[src/rtl/int_rf_wr_arbiter_pkg.sv]
// Shared types and sizes for the integer register-file write arbiter.
package int_rf_wr_arbiter_pkg;

    localparam int unsigned XLEN        = 64;
    localparam int unsigned REG_IDX_LEN = 5;
    localparam int unsigned WR_REQ_NUM  = 3;
    localparam int unsigned NUM_CHK     = 2;

    typedef struct packed {
        logic [REG_IDX_LEN-1:0] idx;
        logic [XLEN-1:0]        value;
    } rf_wr_req_t;

endpackage

[src/rtl/rr_arbiter.sv]
// Round-robin arbiter: grants the first request at or after the pointer, pointer moves past the winner.
module rr_arbiter #(
    parameter int unsigned NUM_REQ = 3,
    parameter int unsigned IDX_W   = (NUM_REQ > 1) ? $clog2(NUM_REQ) : 1
) (
    input  logic               clk_i,
    input  logic               rst_n_i,
    input  logic [NUM_REQ-1:0] req_i,
    input  logic               en_i,
    output logic [NUM_REQ-1:0] gnt_o,
    output logic [IDX_W-1:0]   gnt_idx_o,
    output logic               gnt_valid_o
);

    logic [IDX_W-1:0]   ptr_q;
    logic [NUM_REQ-1:0] req_hi;

    // Requests at or above the pointer win over wrapped-around ones.
    always_comb begin
        req_hi      = '0;
        gnt_o       = '0;
        gnt_idx_o   = '0;
        gnt_valid_o = en_i && (|req_i);
        for (int unsigned i = 0; i < NUM_REQ; i++) begin
            req_hi[i] = req_i[i] && (i >= 32'(ptr_q));
        end
        for (int i = int'(NUM_REQ) - 1; i >= 0; i--) begin
            if (req_i[i]) gnt_idx_o = IDX_W'(i);
        end
        for (int i = int'(NUM_REQ) - 1; i >= 0; i--) begin
            if (req_hi[i]) gnt_idx_o = IDX_W'(i);
        end
        if (gnt_valid_o) gnt_o[gnt_idx_o] = 1'b1;
    end

    always_ff @(posedge clk_i or negedge rst_n_i) begin
        if (!rst_n_i) begin
            ptr_q <= '0;
        end else if (gnt_valid_o) begin
            ptr_q <= (gnt_idx_o == IDX_W'(NUM_REQ - 1)) ? '0 : gnt_idx_o + IDX_W'(1);
        end
    end

endmodule

[src/rtl/int_rf_wr_arbiter.sv]
// Shares the integer RF write port among commit-side requesters through 1-entry slots,
// with a bypass lookup over values still buffered.
module int_rf_wr_arbiter
    import int_rf_wr_arbiter_pkg::*;
#(
    parameter int unsigned NUM_REQ     = WR_REQ_NUM,
    parameter int unsigned XLEN        = int_rf_wr_arbiter_pkg::XLEN,
    parameter int unsigned REG_IDX_LEN = int_rf_wr_arbiter_pkg::REG_IDX_LEN
) (
    input  logic                                  clk_i,
    input  logic                                  rst_n_i,
    input  logic [NUM_REQ-1:0]                    req_valid_i,
    output logic [NUM_REQ-1:0]                    req_ready_o,
    input  logic [NUM_REQ-1:0][REG_IDX_LEN-1:0]   req_rd_idx_i,
    input  logic [NUM_REQ-1:0][XLEN-1:0]          req_rd_value_i,
    output logic                                  rf_valid_o,
    output logic [REG_IDX_LEN-1:0]                rf_rd_idx_o,
    output logic [XLEN-1:0]                       rf_rd_value_o,
    input  logic [NUM_CHK-1:0][REG_IDX_LEN-1:0]   chk_idx_i,
    output logic [NUM_CHK-1:0]                    chk_hit_o,
    output logic [NUM_CHK-1:0][XLEN-1:0]          chk_value_o
);

    localparam int unsigned GIDX_W = (NUM_REQ > 1) ? $clog2(NUM_REQ) : 1;

    logic [NUM_REQ-1:0]                  full_q;
    logic [NUM_REQ-1:0][REG_IDX_LEN-1:0] idx_q;
    logic [NUM_REQ-1:0][XLEN-1:0]        val_q;

    logic [NUM_REQ-1:0] gnt;
    logic [GIDX_W-1:0]  gnt_idx;
    logic               gnt_valid;
    logic               dup_c;

    rr_arbiter #(
        .NUM_REQ (NUM_REQ),
        .IDX_W   (GIDX_W)
    ) u_rr_arbiter (
        .clk_i       (clk_i),
        .rst_n_i     (rst_n_i),
        .req_i       (full_q),
        .en_i        (1'b1),
        .gnt_o       (gnt),
        .gnt_idx_o   (gnt_idx),
        .gnt_valid_o (gnt_valid)
    );

    // A slot being drained this cycle can take new data, so ready ignores valid.
    assign req_ready_o = ~full_q | gnt;

    // Writes to x0 are consumed but never buffered.
    always_ff @(posedge clk_i or negedge rst_n_i) begin
        if (!rst_n_i) begin
            full_q <= '0;
            idx_q  <= '0;
            val_q  <= '0;
        end else begin
            for (int unsigned i = 0; i < NUM_REQ; i++) begin
                if (req_valid_i[i] && req_ready_o[i] && (req_rd_idx_i[i] != '0)) begin
                    full_q[i] <= 1'b1;
                    idx_q[i]  <= req_rd_idx_i[i];
                    val_q[i]  <= req_rd_value_i[i];
                end else if (gnt[i]) begin
                    full_q[i] <= 1'b0;
                end
            end
        end
    end

    always_comb begin
        rf_valid_o    = |full_q;
        rf_rd_idx_o   = '0;
        rf_rd_value_o = '0;
        if (gnt_valid) begin
            rf_rd_idx_o   = idx_q[gnt_idx];
            rf_rd_value_o = val_q[gnt_idx];
        end
    end

    // Bypass lookup; a slot granted this cycle still reports its value.
    always_comb begin
        chk_hit_o   = '0;
        chk_value_o = '0;
        for (int unsigned k = 0; k < NUM_CHK; k++) begin
            for (int unsigned i = 0; i < NUM_REQ; i++) begin
                if (full_q[i] && (chk_idx_i[k] != '0) && (idx_q[i] == chk_idx_i[k])) begin
                    chk_hit_o[k]   = 1'b1;
                    chk_value_o[k] = val_q[i];
                end
            end
        end
    end

    always_comb begin
        dup_c = 1'b0;
        for (int unsigned i = 0; i < NUM_REQ; i++) begin
            for (int unsigned j = i + 1; j < NUM_REQ; j++) begin
                if (full_q[i] && full_q[j] && (idx_q[i] == idx_q[j])) dup_c = 1'b1;
            end
        end
    end

    // Upstream must never leave two buffered writes to the same register.
    a_no_dup_idx : assert property (@(posedge clk_i) disable iff (!rst_n_i) !dup_c)
        else $error("int_rf_wr_arbiter: two full slots target the same register");

endmodule

[config.mk]
export PLATFORM = sky130hd
export DESIGN_NAME = int_rf_wr_arbiter
export DESIGN_NICKNAME = d
export VERILOG_FILES = /design/src/rtl/int_rf_wr_arbiter_pkg.sv /design/src/rtl/rr_arbiter.sv /design/src/rtl/int_rf_wr_arbiter.sv
export SDC_FILE = /design/constraint.sdc
export NUM_CORES = 1
export LEC_CHECK = 0
export ABC_AREA = 1
export BUFFER_PORTS_ARGS = -buffer_cell sky130_fd_sc_hd__buf_4
export CORE_UTILIZATION = 50
export DETAILED_ROUTE_END_ITERATION = 16
export GPL_ROUTABILITY_DRIVEN = 0
export PLACE_DENSITY = 0.77
export SLEW_MARGIN = 20
export SYNTH_ARGS = -nofsm -noshare
export SYNTH_HDL_FRONTEND = slang
export SYNTH_SLANG_ARGS = --single-unit
[constraint.sdc]
create_clock -name clk_i -period 4.3 [get_ports clk_i]
set_clock_uncertainty 0.05 [all_clocks]
set_input_delay 0.86 -clock clk_i [delete_from_list [all_inputs] [get_ports clk_i]]
set_output_delay 0.86 -clock clk_i [all_outputs]
set_load 0.005 [all_outputs]
==> results.yml <==
timing:
  worst_slack_ps: 141
  worst_pin_slew_ps: 1040
  setup_violations: 0
  fin_setup_tns_ps: 0
  slew_headroom_pct: 30.5
  period_needed_ps: 4160
  rsz0062_at_grt: "no"
  hold_viol_final: 0
  period_share_pct: 96.7
  max_clock_freq_mhz: 240
  fin_hold_ws_ps: 309
  slew_viol_final: 0
die:
  io_pins: 425
  placementRows: 62
  dieHeight_um: 174
  dieArea_mm2: 0.0302
  core_mm2: 0.0289
  die_w_um: 174
  start_util_pct: 51.2
worst_setup_path:
  end_kind: "primary output"
  crit_type: "flop to primary output"
  cp_slowest_cell: "nand2_4"
  crit_chain: "inv_1 -> nor2_1 -> inv_1 -> nand2_1 -> nand2_4 -> buf_4 -> nand4_1 -> o211ai_1 -> buf_4"
  arrival_ps: 3250
  max_stage_delay_ps: 570
  cp-startpoint: "full_q[1]"
  cp_max_fo: 65
  cpLargestDelayFamily: "buffers and inverters"
  cp_data_required_time_ps: 3390
  cp-start-kind: "flop"
  r2r_start: "full_q[1]"
  path_buf_inv: 4
clocking:
  cts_tree: "yes"
  cts_resized: 0
  clk_pin_slew_ps: 60
  holdBufCountCts: 0
  htreeDepth: 1
  clock_latency_ps: 530
  cts.sinks: 212
  cts_inserted_buffers: 25
  root_buffer: "clkbuf_16"
  clk_path_buf_depth: 3
  post-cts-setup-buffer-count: 0
finish:
  final_area_mm2: 0.0191
  area_growth_pct: 29.2
  drive_above_1_share_pct: 19.7
  finalCoreUtilization_pct: 66.2
  layout.nets: 2882
  final_cells: 3063
pwr:
  sw_frac_of_total_pct: 50.3
  p_clk_share_pct: 14.8
  p_int_mw: 7.35
  leakage_nw: 10.8
  p_comb_share_pct: 58.0
  p_switching_mw: 7.45
  peakVddDrop_mv: 0.516
  power_density_mw_per_mm2: 775
  seq_power_share_pct: 27.2
  power_mw: 14.8
drt:
  drtPass1Iterations: 8
  avgRoutedWirePerCell_um: 20.5
  ant_nets: 0
  post-route-drc-count: 0
  drtIter0Drc: 3028
  viasPerCell: 6.07
  totalWireLength_mm: 62.7
  vias: 18600
min_path:
  holdCritPathClass: "input pin to asynchronous set/reset pin"
outcome:
  status: "completed"
yosys:
  ys_seq_elements: 212
  yosysTopAreaCellShare_pct: 35.9
  synthesis.nets: 2587
  ys_types: 22
  synth-edff-count: 0
  yosys-top-cells-area: "dfrtp_1 (36%), nand2_1 (20%), nand3_1 (18%), inv_1 (7.6%), o21ai_0 (4.5%)"
  synthFlopType: "dfrtp_1"
  postSynthCellCount: 2365
  yosysSeqAreaShare_pct: 35.9
  async_flop_share_pct: 100
  postSynthAreaPerCell_um2: 6.25
  synth_area_leader_cell: "dfrtp_1"
  syn_area_mm2: 0.0148
  yosys_warnings: 0
place:
  place_area_mm2: 0.0183
  port_buffers: 424
  place_inst: 3017
  dp_slack_ps: 398
  hpwlAfterDp_mm: 40.1
global_route:
  grt.total_usage_pct: 40.6
  antenna_found_initial: 2
  grt_max_degree: 110
  first_global_vias: 17700
  gr-total-overflow: 0
  grt_pass1_wl_mm: 97.3
job:
  maxCapViolCount: 0
==> layout by cell type (no fill, tap or decap), types with 3 or more instances in the layout <==
| cell type | netlist | final |
|---|---|---|
| nand2_1 | 795 | 791 |
| nand3_1 | 534 | 530 |
| buf_4 | 2 | 450 |
| inv_1 | 300 | 300 |
| dfrtp_1 | 212 | 212 |
| o21ai_0 | 132 | 132 |
| o211ai_1 | 67 | 67 |
| nand4_1 | 67 | 67 |
| clkbuf_16 | 0 | 25 |
| nor2_1 | 22 | 13 |
| buf_12 | 0 | 12 |
| o21ai_1 | 12 | 11 |
| nor2_4 | 0 | 9 |
| o22ai_1 | 7 | 7 |
| a21oi_1 | 7 | 7 |
| clkbuf_1 | 101 | 7 |
| nand3_4 | 0 | 5 |
| nand2_2 | 2 | 5 |
| clkinv_2 | 0 | 5 |
| nor3_1 | 4 | 4 |
| inv_2 | 3 | 3 |
| bufinv_16 | 0 | 3 |
| clkbuf_8 | 0 | 3 |
==> worst paths after layout <==
path	to	slack (ps)	cells past startpoint
worst max-delay path	rf_rd_value_o[16]	140	9
worst min-delay path	val_q[115]	310	1
worst max register to register	val_q[20]	650	12
worst min register to register	val_q[119]	440	2
max in group asynchronous	val_q[190]	2930	2
min in group clk_i	val_q[119]	440	2
==> routing by layer <==
metal / GRT usage (%) / part of all wire [%] / vias to the layer above
li1: - / - / 8231
met1: 54.0 / 38 / 8426
met2: 60.5 / 43 / 1636
met3: 8.79 / 13 / 305
met4: 24.3 / 6.0 / 0
met5: 0 / 0 / -
==> worst reg2reg max path, delay by kind of cell (launching register included) <==
family	cells	cell delay, ps
flops	1	370
simple gates	8	2000
buf+inv	4	1130
==> final cells by class <==
| class | instances | area (µm²) |
|---|---|---|
| fillers | 2631 | 9770 |
| clock inverters | 9 | 124 |
| clock buffers | 35 | 693 |
| inverters | 303 | 1140 |
| flip-flops and latches | 212 | 5310 |
| repair buffers | 463 | 3630 |
| multi-input cells | 1655 | 7710 |
| well taps | 384 | 480 |
| diodes | 2 | 5.00 |
==> cell usage after synthesis, types with 3 or more instances <==
master and n:
buf_2 43, buf_1 49, o22ai_1 7, inv_1 300, inv_2 3, nand3_1 534, o21ai_0 132, dfrtp_1 212
clkbuf_1 101, nor3_1 4, a21oi_1 7, o21ai_1 12, nand4_1 67, nor2_1 22, nand2_1 795, o211ai_1 67
==> state kept, by name, summed over array words and instances, names as in the netlist <==
signal,cells
full_q,3
idx_q,15
u_rr_arbiter.ptr_q,2
val_q,192
==> cell families (layout without fill, tap and decap cells) <==
logic type | count (synthesis) | in the layout | synth area share [%]
xor+xnor | 2 | 2 | 0.119
other cells | 0 | 2 | 0
simple gates | 1427 | 1427 | 42.1
flops | 212 | 212 | 35.9
compound gates | 226 | 226 | 8.86
buf+inv | 498 | 810 | 13.1
==> power groups by stage <==
stage               Combinational (mW)  Sequential (mW)  Clock [mW]
floorplan                         4.63             3.63           0
global placement                  8.14             3.94           0
detailed placement                8.31             3.96           0
CTS                               8.35             3.95        2.20
global route                      9.19             4.11        2.27
finish                            8.58             4.03        2.19
(Power assumes the default switching activity.)
